--- src/rtl/cpu_step_controller.sv ---
// Phase sequencer for the RV32 datapath: IF/ID/EX/MEM/WB enables, run/step/halt
// control, MEM wait-state timeout, and cycle / retired-instruction counters.
module cpu_step_controller #(
  parameter int unsigned AUTORUN    = 1,
  parameter int unsigned CNT_W      = 32,
  parameter int unsigned WAIT_LIMIT = 15
) (
  input  logic             clk,
  input  logic             rst,
  input  logic             run_pulse,
  input  logic             step_pulse,
  input  logic             halt_pulse,
  input  logic             halt_req,
  input  logic             mem_req,
  input  logic             mem_ready,
  output logic [2:0]       phase,
  output logic             if_en,
  output logic             rf_rd_en,
  output logic             mem_en,
  output logic             wb_en,
  output logic             running,
  output logic             fault,
  output logic [CNT_W-1:0] cycle_count,
  output logic [CNT_W-1:0] instret
);

  typedef enum logic [2:0] {
    S_IDLE = 3'd0,
    S_IF   = 3'd1,
    S_ID   = 3'd2,
    S_EX   = 3'd3,
    S_MEM  = 3'd4,
    S_WB   = 3'd5
  } state_t;

  localparam state_t     RESET_STATE = (AUTORUN != 0) ? S_IF : S_IDLE;
  localparam logic [7:0] WAIT_MAX    = 8'(WAIT_LIMIT);

  state_t     state;
  logic       step_mode;
  logic       halt_pending;
  logic [7:0] wait_cnt;

  always_ff @(posedge clk or posedge rst) begin
    if (rst) begin
      state        <= RESET_STATE;
      step_mode    <= 1'b0;
      halt_pending <= 1'b0;
      fault        <= 1'b0;
      cycle_count  <= '0;
      instret      <= '0;
      wait_cnt     <= '0;
    end else begin
      if (state != S_IDLE) begin
        cycle_count <= cycle_count + CNT_W'(1);
        if (halt_pulse)
          halt_pending <= 1'b1;
      end
      // Every transition into IDLE below also clears halt_pending, overriding the set above.
      unique case (state)
        S_IDLE: begin
          if (step_pulse || run_pulse) begin
            state     <= S_IF;
            step_mode <= step_pulse;
            fault     <= 1'b0;
          end
        end
        S_IF: state <= S_ID;
        S_ID: state <= S_EX;
        S_EX: begin
          state    <= S_MEM;
          wait_cnt <= '0;
        end
        S_MEM: begin
          if (!mem_req || mem_ready) begin
            state <= S_WB;
          end else if (wait_cnt == WAIT_MAX) begin
            state        <= S_IDLE;
            fault        <= 1'b1;
            halt_pending <= 1'b0;
          end else begin
            wait_cnt <= wait_cnt + 8'd1;
          end
        end
        S_WB: begin
          instret <= instret + CNT_W'(1);
          if (halt_req || step_mode || halt_pending || halt_pulse) begin
            state        <= S_IDLE;
            halt_pending <= 1'b0;
          end else begin
            state <= S_IF;
          end
        end
        default: state <= S_IDLE;
      endcase
    end
  end

  assign phase    = state;
  assign if_en    = (state == S_IF);
  assign rf_rd_en = (state == S_ID);
  assign mem_en   = (state == S_MEM) && mem_req;
  assign wb_en    = (state == S_WB);
  assign running  = (state != S_IDLE);

endmodule

--- config.mk ---
export PLATFORM = sky130hd
export DESIGN_NAME = cpu_step_controller
export DESIGN_NICKNAME = d
export VERILOG_FILES = /design/src/rtl/cpu_step_controller.sv
export SDC_FILE = /design/constraint.sdc
export NUM_CORES = 1
export LEC_CHECK = 0
export ABC_AREA = 1
export CORE_MARGIN = 2
export CORE_UTILIZATION = 48
export CTS_BUF_LIST = sky130_fd_sc_hd__clkbuf_16
export DETAILED_ROUTE_END_ITERATION = 6
export PLACE_DENSITY = 0.78
export SYNTH_ARGS = -nofsm -noshare
export SYNTH_HDL_FRONTEND = slang
export SYNTH_SLANG_ARGS = --single-unit
--- constraint.sdc ---
create_clock -name clk -period 2.3 [get_ports clk]
set_clock_uncertainty 0.2 [all_clocks]
set_input_delay 0.23 -clock clk [delete_from_list [all_inputs] [get_ports clk]]
set_output_delay 0.23 -clock clk [all_outputs]
set_load 0.005 [all_outputs]
==> results of run 1 <==
## area by class of cell
type | instances | area [um^2]
repair buffers | 83 | 848
clock inverters | 7 | 98.8
well taps | 111 | 139
inverters | 75 | 290
flip-flops and latches | 78 | 1950
clock buffers | 9 | 225
multi-input cells | 438 | 2210
fillers | 767 | 3390
## where the power goes
part	total (mW)	switching [mW]	internal (mW)
Clock	1.53	0.577	0.954
Sequential	1.70	0.182	1.52
Combinational	0.912	0.470	0.442
Total	4.15	1.23	2.92
## registers in the layout, summed over array words and instances (netlist names)
register,flops
cycle_count,32
instret,32
wait_cnt,8
phase,3
fault,1
halt_pending,1
step_mode,1
## worst reg2reg max path, delay by kind of cell (launching register included)
kind,cells,cell delay [ps]
and+or+nand+nor,7,1120
DFF,1,620
## final timing paths
check / slack [ps] / cells past startpoint / end / from
max: 70 / 3 / running / phase[0]
min: 60 / 2 / cycle_count[0] / rst
max reg2reg: 250 / 7 / cycle_count[24] / phase[0]
min reg2reg: 300 / 2 / cycle_count[31] / cycle_count[31]
max in group asynchronous: 1320 / 3 / instret[22] / rst
min in group clk: 280 / 3 / step_mode / step_pulse
## cell usage after synthesis, types with 2 or more instances
library cell / number
nand2_1: 191
dfrtp_1: 77
inv_1: 74
nor2_1: 73
nand3_1: 45
nand4_1: 32
xnor2_1: 15
o21ai_0: 14
xor2_1: 13
nand3b_1: 12
nor2_2: 9
nand2_2: 4
nand2_4: 4
nor2_4: 4
and2_1: 3
ha_1: 3
nand3_2: 3
o21ai_1: 3
buf_6: 2
nand3_4: 2
nor2_8: 2
nor3_1: 2
## cells in the final DEF, fill, tap and decap left out
master and instances:
and2_1 3, nor3_1 2, clkinv_4 4, o21bai_1 1
xnor2_1 15, buf_4 1, or2_2 1, nand3b_1 12
nor2_8 2, nand3_1 45, clkinvlp_4 2, nand2_2 4
nand2_1 191, a21oi_1 1, nand3_4 2, ha_1 3
dfrtp_1 77, nand4_1 32, inv_1 73, nor2_2 9
nand3_2 3, clkdlybuf4s50_1 80, bufinv_16 2, clkbuf_16 9
clkinv_2 1, buf_12 2, o22a_1 1, o21ai_1 3
o21ai_0 14, nand2_4 4, nor2_4 4, xor2_1 13
dfstp_2 1, nor2_1 73
## metal layers
layer | up-vias | share of wire | global-route usage
li1 | 2075 | - | -
met1 | 1981 | 0.45 | 0.302
met2 | 137 | 0.49 | 0.402
met3 | 14 | 0.044 | 0.0250
met4 | 0 | 0.015 | 0.0811
met5 | - | 0 | 0
## cell families after synthesis
kind of cell | count (synthesis)
buffers and inverters | 78
adders and majority gates | 3
AOI/OAI and AO/OA | 20
DFF | 78
xor gates and xnor gates | 28
and+or+nand+nor | 387
==> metrics.cfg, run 1 <==
[logic_synthesis]
synthTopCellsByArea = dfrtp_1 (43%), nand2_1 (16%), inv_1 (6.2%)
synthAdderAreaFrac = 0.00838
yosysSeqAreaShare = 0.436
ys.warnings.count = 0
synthArstFlopShare = 1.00
synth_flop_cell = dfrtp_1
synth.largest_area_cell = dfrtp_1
synth_top_family_by_area = simple AND/OR/NAND/NOR gates
yosysTopAreaCellShare = 0.430
synth_mux_area_frac = 0
synth_nets = 605
synth_xor_area_frac = 0.0548
synth_compound_area_frac = 0.0238
synth-edff-count = 0
synth.distinct_cells = 29
synth-simple-area-share = 0.406
synth_seq_cells = 78
synthCells = 594
avgSynthCellArea_um2 = 7.54
syn-cell-area_mm2 = 0.00448

[global_routing]
grt_max_degree = 34
grt_pass1_vias = 4159
antenna_found_initial = 0
grt_pass1_wl_um = 19100
grt_overflow = 0
grt_usage = 0.232

[layout]
area_delta_synth_final_pct = 28.7
utilization = 0.630
final_cells = 801
drive_gt1_frac = 0.0739
fin_area_mm2 = 0.00576
antenna_cells = 0
finalNetCount = 696

[sta]
fin_ws_ps = 68.5
setup_viol = 0
slew_violations = 0
hold_slack_ps = 62.0
timing.final.crit_share = 0.970
rsz0062_at_grt = no
max_freq_mhz = 448
finalHoldViolCount = 0
period_minus_slack_ps = 2230
fin_setup_tns_ps = 0
slew_headroom = 0.686
worst_pin_slew_ps = 470

[critical_path]
cpMaxStageDelayCell = dfstp_2
startpoint_type = flop
worstPathRequired_ps = 1870
arrival_ps = 1800
cp_top_family = flip-flops
crit_type = reg2out
path_buf_inv = 1
cpPeakStageDelay_ps = 620
path_cells = nor2_2 -> nand2_2 -> clkdlybuf4s50_1
cp-end-kind = primary output
cp_max_fo = 13

[floorplanning]
die_h_um = 101
die_w_um = 101
fp-row-count = 35
boundaryPins = 81
core-area_mm2 = 0.00915
dieArea_mm2 = 0.0101
start_util = 0.489

[clock_network]
cts_root_buf = clkbuf_16
insertion_delay_ps = 330
cts-htree-levels = 3
cts-hold-fix-buffers = 0
path_clk_slew_ps = 60
cts_resized = 0
numCtsBuffers = 9
cts.sinks = 78
cts_tree = done
max-clock-path-buffers = 2
postCtsSetupBuffers = 0

[detailed_routing]
num_vias = 4207
drc = 0
drtIter0Drc = 235
wl_per_cell_um = 13.8
viasPerCell = 5.25
drtAntennaViolNets = 0
routed_wl_um = 11000
dr.pass1.iters = 5

[pwr]
fin_total_pwr_mw = 4.15
pwr_density_cell_mw_per_mm2 = 720
p_leak_nw = 2.71
max-vdd-ir-drop_mv = 0.425

[placement]
dpl.hpwl_um = 8110
dp_cells = 785
dp_slack_ps = 346
place.port_buffers = 80
globalplace.congestion = 0.859
placed_area_mm2 = 0.00544

[worst_hold_path]
hold_class = in2async

[status]
status = finished clean

[flow_run]
drv_cap = 0

Note: power is estimated with default switching activity, not from simulation.
==> run 2: changes to the inputs <==
--- a/config.mk
+++ b/config.mk
@@ -10,7 +10,7 @@
 export CORE_UTILIZATION = 48
 export CTS_BUF_LIST = sky130_fd_sc_hd__clkbuf_16
 export DETAILED_ROUTE_END_ITERATION = 6
-export PLACE_DENSITY = 0.78
+export PLACE_DENSITY = 0.79
 export SYNTH_ARGS = -nofsm -noshare
 export SYNTH_HDL_FRONTEND = slang
 export SYNTH_SLANG_ARGS = --single-unit
==> run 2 against run 1 <==
Against the previous run:
- design area down 0.41%
- fmax up 0.45%
- critical path depth unchanged
- cell count unchanged
- critical path type unchanged
- largest cell class unchanged
- highest routed layer unchanged
==> metrics.cfg, run 2 (same netlist as run 1, synthesis figures left out) <==
[global_routing]
antenna_found_initial = 0
grt_pass1_wl_um = 18300
grt_overflow = 0
grt_pass1_vias = 4047
grt_usage = 0.222
grt_max_degree = 34

[sta]
max_freq_mhz = 450
slew_violations = 0
hold_slack_ps = 60.5
timing.final.crit_share = 0.966
fin_ws_ps = 78.5
rsz0062_at_grt = no
slew_headroom = 0.690
setup_viol = 0
finalHoldViolCount = 0
worst_pin_slew_ps = 464
period_minus_slack_ps = 2220
fin_setup_tns_ps = 0

[layout]
fillers = 781
final_cells = 801
antenna_cells = 0
fin_area_mm2 = 0.00574
layout_common_cells = nand2_1 (191), clkdlybuf4s50_1 (80), dfrtp_1 (77)
mostFrequentLayoutCell = nand2_1
drive_gt1_frac = 0.0739
finalNetCount = 696
reg_top3 = cycle_count x32, instret x32, wait_cnt x8
utilization = 0.627
multiInputGateArea_mm2 = 0.00221
regArea_mm2 = 0.00195
area_delta_synth_final_pct = 28.2

[detailed_routing]
dr.pass1.iters = 5
drtIter0Drc = 227
drc = 0
num_vias = 4239
viasPerCell = 5.29
routed_wl_um = 10700
drtAntennaViolNets = 0
wl_per_cell_um = 13.4

[worst_hold_path]
hold_class = in2async

[critical_path]
rr_endpoint = cycle_count[30]
cp_top_family = buffers and inverters
reg2reg_depth = 7
arrival_ps = 1790
worstPathRequired_ps = 1870
rr_startpoint = phase[0]
cpPeakStageDelay_ps = 610
crit_type = reg2out
worstSetupEndpoint = wb_en
cp_num_cells = 3
cpMaxStageDelayCell = dfstp_2
path_cells = nand3_4 -> clkinv_4 -> clkdlybuf4s50_1
path_buf_inv = 2
reg2reg_slack_ps = 290
startpoint_type = flop
cp-end-kind = primary output
critPathLaunch = phase[0]
cp_max_fo = 10

[pwr]
fin_total_pwr_mw = 4.03
pwr_density_cell_mw_per_mm2 = 702
max-vdd-ir-drop_mv = 0.429
p_leak_nw = 2.69

[clock_network]
max-clock-path-buffers = 2
postCtsSetupBuffers = 0
cts_resized = 0
numCtsBuffers = 9
path_clk_slew_ps = 60
cts-hold-fix-buffers = 0
cts-htree-levels = 3
cts_tree = done
cts_root_buf = clkbuf_16
insertion_delay_ps = 330
cts.sinks = 78

[floorplanning]
core-area_mm2 = 0.00915
boundaryPins = 81
fp-row-count = 35
die_w_um = 101
dieArea_mm2 = 0.0101
start_util = 0.489
die_h_um = 101

[status]
status = finished clean

[placement]
dp_cells = 785
placed_area_mm2 = 0.00544
place.port_buffers = 80
dpl.hpwl_um = 8110
globalplace.congestion = 0.879
dp_slack_ps = 337

[flow_run]
drv_cap = 0

run 2: worst register-to-register path: cells and delay by family, from the launching register on:
kind	cells	cell delay [ps]
and+or+nand+nor	7	1080
DFF	1	610
run 2: area by class of cell:
class,count,share of cell area
clock buffer,9,0.0392
clock inverter,7,0.0131
inverter,75,0.0506
multi-input combinational,438,0.385
sequential,78,0.340
tap,111,0.0242
timing repair buffer,83,0.148
run 2: power breakdown:
group	switching (mW)	internal, mW	total [mW]
Sequential	0.181	1.52	1.70
Combinational	0.470	0.443	0.913
Clock	0.571	0.841	1.41
run 2: per-layer routing:
layer	vias to the layer above	track usage	share of wire	wire, um
li1	2071	-	-	-
met1	2019	0.278	0.44	4680
met2	134	0.393	0.50	5400
met3	15	0.0270	0.044	475
met4	0	0.0811	0.016	172
met5	-	0	0	0
run 2: how the worst min path moves through the flow:
stage,start,to,slack (ps),cells after the start
after global routing,rst,cycle_count[0],100,2
after detailed placement,cycle_count[31],cycle_count[31],290,2
final,rst,fault,60,2
after floorplan,step_pulse,step_mode,150,2
after CTS,rst,cycle_count[0],70,2
after global placement,cycle_count[31],cycle_count[31],280,2
